**config.mk**
```make
export PLATFORM = sky130hd
export DESIGN_NAME = ram_scan_reader
export DESIGN_NICKNAME = d
export VERILOG_FILES = /design/src/rtl/ram_scan_reader.sv
export SDC_FILE = /design/constraint.sdc
export NUM_CORES = 1
export LEC_CHECK = 0
export BUFFER_PORTS_ARGS = -buffer_cell sky130_fd_sc_hd__buf_4
export CORE_MARGIN = 2
export CORE_UTILIZATION = 45
export CTS_BUF_LIST = sky130_fd_sc_hd__clkbuf_2 sky130_fd_sc_hd__clkbuf_4 sky130_fd_sc_hd__clkbuf_8
export DETAILED_ROUTE_END_ITERATION = 6
export GPL_ROUTABILITY_DRIVEN = 0
export PLACE_DENSITY = 0.71
export SYNTH_ARGS = -nofsm -noshare
export SYNTH_HDL_FRONTEND = slang
export SYNTH_SLANG_ARGS = --single-unit
```
**constraint.sdc**
```tcl
create_clock -name clk -period 2.2 [get_ports clk]
set_clock_uncertainty 0.05 [all_clocks]
set_input_delay 0.44 -clock clk [delete_from_list [all_inputs] [get_ports clk]]
set_output_delay 0.44 -clock clk [all_outputs]
set_load 0.03 [all_outputs]
```
**src/rtl/ram_scan_reader.sv**
```systemverilog
// ram_scan_reader: fetches one RAM word per row and drives a row-muxed LED matrix.
// Optional build macro RAM_SCAN_GNT_TIMEOUT_EN adds a 64-cycle grant timeout and gnt_miss.
module ram_scan_reader #(
  parameter int ADDR_W    = 10,
  parameter int BASE_ADDR = 0,
  parameter int ROWS      = 16,
  parameter int DWELL     = 1000,
  parameter int BLANK     = 16
) (
  input  logic              clk,
  input  logic              reset,
  input  logic              enable,
  output logic              rd_req,
  input  logic              rd_gnt,
  output logic [ADDR_W-1:0] ram_addr,
  input  logic [15:0]       ram_q,
  output logic [ROWS-1:0]   row_sel,
  output logic [15:0]       col_data,
  output logic              blank,
`ifdef RAM_SCAN_GNT_TIMEOUT_EN
  output logic              gnt_miss,
`endif
  output logic              frame_done
);

  localparam int RW   = $clog2(ROWS);
  localparam int CMAX = (DWELL > BLANK) ? DWELL : BLANK;
  localparam int CW   = $clog2(CMAX + 1);

  typedef enum logic [1:0] {
    S_IDLE,
    S_REQ,
    S_BLANK,
    S_SHOW
  } state_t;

  state_t          state_q, state_d;
  logic [RW-1:0]   row_q, row_d;
  logic [CW-1:0]   cnt_q, cnt_d;
  logic [15:0]     lat_q, lat_d;
  logic [ROWS-1:0] row_sel_q, row_sel_d;
  logic [15:0]     col_q, col_d;
  logic            fd_q, fd_d;
`ifdef RAM_SCAN_GNT_TIMEOUT_EN
  logic [5:0]      tmo_q, tmo_d;
  logic            miss_q, miss_d;
`endif

  // State, row, counters and registered matrix drive.
  always_ff @(posedge clk or posedge reset) begin
    if (reset) begin
      state_q   <= S_IDLE;
      row_q     <= '0;
      cnt_q     <= '0;
      lat_q     <= '0;
      row_sel_q <= '0;
      col_q     <= '0;
      fd_q      <= 1'b0;
`ifdef RAM_SCAN_GNT_TIMEOUT_EN
      tmo_q     <= '0;
      miss_q    <= 1'b0;
`endif
    end else begin
      state_q   <= state_d;
      row_q     <= row_d;
      cnt_q     <= cnt_d;
      lat_q     <= lat_d;
      row_sel_q <= row_sel_d;
      col_q     <= col_d;
      fd_q      <= fd_d;
`ifdef RAM_SCAN_GNT_TIMEOUT_EN
      tmo_q     <= tmo_d;
      miss_q    <= miss_d;
`endif
    end
  end

  // Next-state logic: fetch, blank, show, advance row; enable low aborts to IDLE.
  always_comb begin
    state_d   = state_q;
    row_d     = row_q;
    cnt_d     = cnt_q;
    lat_d     = lat_q;
    row_sel_d = row_sel_q;
    col_d     = col_q;
    fd_d      = 1'b0;
`ifdef RAM_SCAN_GNT_TIMEOUT_EN
    tmo_d     = tmo_q;
    miss_d    = 1'b0;
`endif
    unique case (state_q)
      S_IDLE: begin
        if (enable) begin
          state_d = S_REQ;
          row_d   = '0;
          cnt_d   = '0;
`ifdef RAM_SCAN_GNT_TIMEOUT_EN
          tmo_d   = '0;
`endif
        end
      end
      S_REQ: begin
        if (rd_gnt) begin
          lat_d   = ram_q;
          cnt_d   = '0;
          state_d = S_BLANK;
`ifdef RAM_SCAN_GNT_TIMEOUT_EN
        end else if (tmo_q == 6'd63) begin
          lat_d   = 16'h0000;
          cnt_d   = '0;
          miss_d  = 1'b1;
          state_d = S_BLANK;
        end else begin
          tmo_d   = tmo_q + 6'd1;
`endif
        end
      end
      S_BLANK: begin
        cnt_d = cnt_q + 1'b1;
        if (cnt_q == CW'(BLANK - 1)) begin
          cnt_d     = '0;
          state_d   = S_SHOW;
          row_sel_d = ROWS'(1) << row_q;
          col_d     = lat_q;
        end
      end
      S_SHOW: begin
        cnt_d = cnt_q + 1'b1;
        if (cnt_q == CW'(DWELL - 1)) begin
          cnt_d     = '0;
          state_d   = S_REQ;
          row_sel_d = '0;
          col_d     = '0;
`ifdef RAM_SCAN_GNT_TIMEOUT_EN
          tmo_d     = '0;
`endif
          if (row_q == RW'(ROWS - 1)) begin
            row_d = '0;
            fd_d  = 1'b1;
          end else begin
            row_d = row_q + 1'b1;
          end
        end
      end
      default: state_d = S_IDLE;
    endcase
    if (state_q != S_IDLE && !enable) begin
      state_d   = S_IDLE;
      row_d     = '0;
      cnt_d     = '0;
      row_sel_d = '0;
      col_d     = '0;
      fd_d      = 1'b0;
`ifdef RAM_SCAN_GNT_TIMEOUT_EN
      tmo_d     = '0;
      miss_d    = 1'b0;
`endif
    end
  end

  assign rd_req     = (state_q == S_REQ);
  assign ram_addr   = ADDR_W'(BASE_ADDR) + ADDR_W'(row_q);
  assign row_sel    = row_sel_q;
  assign col_data   = col_q;
  assign blank      = ~|row_sel_q;
  assign frame_done = fd_q;
`ifdef RAM_SCAN_GNT_TIMEOUT_EN
  assign gnt_miss   = miss_q;
`endif

endmodule

```
== After elaboration in Yosys (flattened, before gate mapping) ==
Index checks and enable logic that the tools add are counted.
Storage, ports and cells
  output and inout bits: 45
  logic and storage cells: 61
  flip-flop bits (word level): 65
  input bits: 20
Operators by class
  shifts and indexed selects: 1
  muxes and demuxes: 28
  equality and inequality tests: 10
  $add $sub $neg: 2
  reduce and logical (&&, ||, !) cells: 13
Operators with widths (number)
  $mux W16: 5
  $pmux W16 S2: 2
  $mux W10: 5
  $pmux W10 S4: 1
  $mux W4: 4
  $reduce_or A16 Y1: 1
  $shl A1 B4 Y16 const A: 1
  $add A10 B1 Y10 const B: 1
  $eq A10 B10 Y1 const B: 1
  $eq A10 B4 Y1 const B: 1
  $mux W2: 5
  $ne A3 B3 Y1 const B: 3
  $pmux W2 S4: 1
  $pmux W4 S2: 1
  $reduce_and A3 Y1: 2
  $reduce_bool A3 Y1: 2
  $add A4 B1 Y4 const B: 1
  $eq A2 B2 Y1 const B: 2
  $eq A4 B4 Y1 const B: 1
  $mux W1: 4
  $reduce_and A2 Y1: 2
  $reduce_and A4 Y1: 1
  $ne A3 B1 Y1 const B: 1
  $eq A2 B1 Y1 const B: 1
  4 further kinds: 5

== Longest topological paths before layout ==
  word-level depth: 5
  depth in mapped cells: 7
  mapped depth without buffers: 6

== Worst setup path before layout ==
No wires, ideal clock.
  kind: register to register
  start point: register cnt_q[5]
  end point: register col_q[0] (netlist: col_data[0])
  stages on the path, launching flop included: 6
  clock period less this slack: 2.048 ns
  setup slack: 0.152 ns
  path buffers: 1
  arrival: 1.874 ns
  required time: 2.026 ns
  library setup time: 0.124 ns
  cell sequence: dfrtp_1 -> or4_4 -> o41ai_4 -> o211ai_4 -> buf_6 -> mux2i_1
On the way
  cells in the longest elaborated chain, start to end: 3
  elaborated cells between the ends (all ways): 5
  classes of those cells: eq/ne (4); reduce/logical (1)
Ends and longest elaborated chain
  start: declaration: RTL line 39  | logic [CW-1:0] cnt_q, cnt_d;
  start signal: assignment: RTL line 66  | cnt_q <= cnt_d;
  $eq A10 B10 Y1 or $eq A10 B4 Y1 (tied branches): RTL line 129, 120
  $ne A3 B3 Y1 (no line)
  $reduce_and A3 Y1 (no line) *
  end signal: assignment: RTL line 69  | col_q <= col_d;
  end: declaration: RTL line 42  | logic [15:0] col_q, col_d;
Mark *: on every way between the ends. The rest lies on a longest branch, timed or not.
A chain may end at the register's enable or synchronous reset.

== Worst setup path after layout ==
  start point: register cnt_q[7]
  end point: register state_q[0]
On the way
  cells in the longest elaborated chain, start to end: 3
  elaborated cells between the ends (all ways): 5
  classes of those cells: eq/ne (4); reduce/logical (1)
Ends and longest elaborated chain
  $eq A10 B10 Y1 or $eq A10 B4 Y1 (tied branches): RTL line 129, 120
  $ne A3 B3 Y1 (no line)
  $reduce_and A4 Y1 (no line) *
  end signal: assignment: RTL line 64  | state_q <= state_d;
  end: declaration: RTL line 37  | state_t state_q, state_d;
Marks and branches as above.

==> run metrics <==
initial DRC count 168; die height approximately 90 um; Post-CTS Setup Bufs 0; most common cell in the netlist dfrtp_1; vias approximately 2.6k; register area share after synthesis 0.4856; number of global-route vias before repair between 2k and 3k; initial antenna violation count 0; Register-to-Register Setup Slack approximately 0.18 ns; H-tree depth 3; CP Data Required Time approximately 2.4 ns; Yosys reg bits 65; GRT Util Overall 0.1821; final core occ 0.5746; Yosys top cell area share 0.4856; WS Path Type reg -> reg; total CTS buffers 9; Final ANT Viol Nets 0; Layout area overhead 23.76%; CTS sink cnt 65; Yosys warnings 0; total gr overflow 0; crit start category flip-flop; FP Rows 31; setup TNS 0 ns; RSZ-0062 raised after global routing no; Hold Vio Cnt, Final 0; Max clock buf depth 2; CP max stage delay between 0.5 and 0.6 ns; most common flop cell mapped by yosys dfrtp_1; Via density between 5 and 6; area of the die between 8000 and 9000 um2; Async SR Flop Fraction 1.000; Worst-path clk slew roughly 0.07 ns; Cell Area, Synth roughly 3300 um2; fin crit period 2.021 ns; top cell type by total area after synthesis dfrtp_1; final worst path period share 0.9186; max-cap viol count 0; Cell variety after synth 45; post-DP HPWL ~4900 um; WL/cell 14.30 um; reg2reg end state_q[0]; IO Pins 65; cells along the critical path or4_4, o41a_1, o41ai_1, o22ai_1; crit path DAT roughly 2.2 ns; Buffers on Ports 58; Slew Viols, Final 0; CTS resizes 0; fin nets between 400 and 500; DRT Pass-1 Iters 4; number of synthesized flops with an enable pin 0; Initial Util 0.4643; post-route non-filler standard cell count around 500; worst min-delay path category in -> async; Post-CTS Hold Fix Bufs 0; Core Area 7214 um2; crit path max-delay cell type or4_4; Max Freq about 500 MHz; FF-to-FF path depth 4; maximum vdd drop between 0.0004 and 0.0005 V; Mapped Cells around 320; reg2reg start cnt_q[7]; Clock Latency Late Sink 0.34 ns; DRC violations left 0; placed cells 475; largest net degree at the start of global routing 66; Die Wd 90.28 um; dominant cells by area after synthesis dfrtp_1 49%, mux2i_1 9.9%, nand2_1 6.4%; worst-path fanout max 5; first-pass GRT wire length 12130 um; count of final setup violators 0; Post-Route WL 7022 um; ratio of cells with drive above 1 in the final layout 0.2806; Pleak slightly above 0.002 uW; # diodes 0; status complete, no violations; Cell Pwr Density approximately 1200 nW/um2; Critical Path End Type flip-flop; Root Driver clkbuf_8; Syn Area/Cell between 10 and 15 um2; CTS tree yes; Post-synth top cells 65 x dfrtp_1, 57 x nand2_1, 33 x mux2i_1
cell families (layout without fill, tap and decap cells):
kind of cell             count (synthesis)  in the layout  synth area share
multiplexers                            49             49            0.1524
flip-flops                              65             65            0.4856
AO/OA/AOI/OAI                           40             40           0.09451
buffers and inverters                   33             98           0.05043
XOR/XNOR                                 2              2          0.005231
other                                    1              6          0.001120
adder cells (fa/ha/maj)                 11             11           0.04109
AND/OR/NAND/NOR                        121            121            0.1696
state kept, by name, indices dropped and copies added, names as in the netlist:
signal,cells
frame_done,1
lat_q,16
row_q,4
col_data,16
cnt_q,10
state_q,2
row_sel,16
placed cells by master (no fill, tap or decap), types with 3 or more instances in the layout:
cell type	instances
conb_1	6
nand2_1	57
o21ai_0	11
a221oi_1	3
dfrtp_1	65
nand3_1	28
nor3_1	4
and3_1	6
a31oi_1	4
mux2i_1	33
nor2_1	7
a21o_1	3
clkbuf_8	9
inv_1	10
buf_4	69
nand4_1	3
nor4_1	4
mux2_2	16
ha_1	11
routing by layer:
| layer | track usage | up-vias | part of all wire |
|---|---|---|---|
| met3 | 0.03172 | 13 | 0.037 |
| met5 | 0 | - | 0 |
| met2 | 0.2995 | 68 | 0.49 |
| li1 | - | 1261 | - |
| met1 | 0.2372 | 1274 | 0.45 |
| met4 | 0.08077 | 0 | 0.018 |
worst max path at each step:
stage	cells past startpoint	slack [ns]	endpoint	startpoint
floorplan	1	0.08	cnt_q[0]	reset
global placement	4	0.22	state_q[0]	cnt_q[7]
detailed placement	4	0.18	state_q[0]	cnt_q[7]
CTS	4	0.18	state_q[0]	cnt_q[7]
global route	6	0.03	col_data[12]	state_q[1]
finish	4	0.18	state_q[0]	cnt_q[7]
stage by stage:
stage | worst slack (ns) | hold WS [ns] | total power (uW) | instance area (um2)
global route | 0.02727 | 0.1379 | 5144 | 4145
global placement | 0.2222 | 0.4378 | 3708 | 3923
detailed placement | 0.1816 | 0.4433 | 3768 | 3923
CTS | 0.1821 | 0.1241 | 4909 | 4145
floorplan | 0.08355 | 0.4261 | 3165 | 3368
finish | 0.1790 | 0.1175 | 4863 | 4145
area by class of cell:
| cell class | count | area (um2) |
|---|---|---|
| clock inverter | 6 | 91.34 |
| clock buffer | 10 | 131.4 |
| timing repair buffer | 71 | 558.0 |
| sequential | 65 | 1627 |
| inverter | 11 | 41.29 |
| tap | 99 | 123.9 |
| fill | 647 | 3069 |
| multi-input combinational | 229 | 1573 |
power breakdown:
part	internal (uW)	switching, uW
combinational	848	1170
clock	657	479
sequential	1520	192
total	3030	1840
critical path: cells and delay by family, from the launching register on:
kind | cells | cell delay, ns
simple gates | 1 | 0.52
compound gates | 3 | 0.88
flops | 1 | 0.44
No activity file was read; power rests on OpenSTA's default activity.
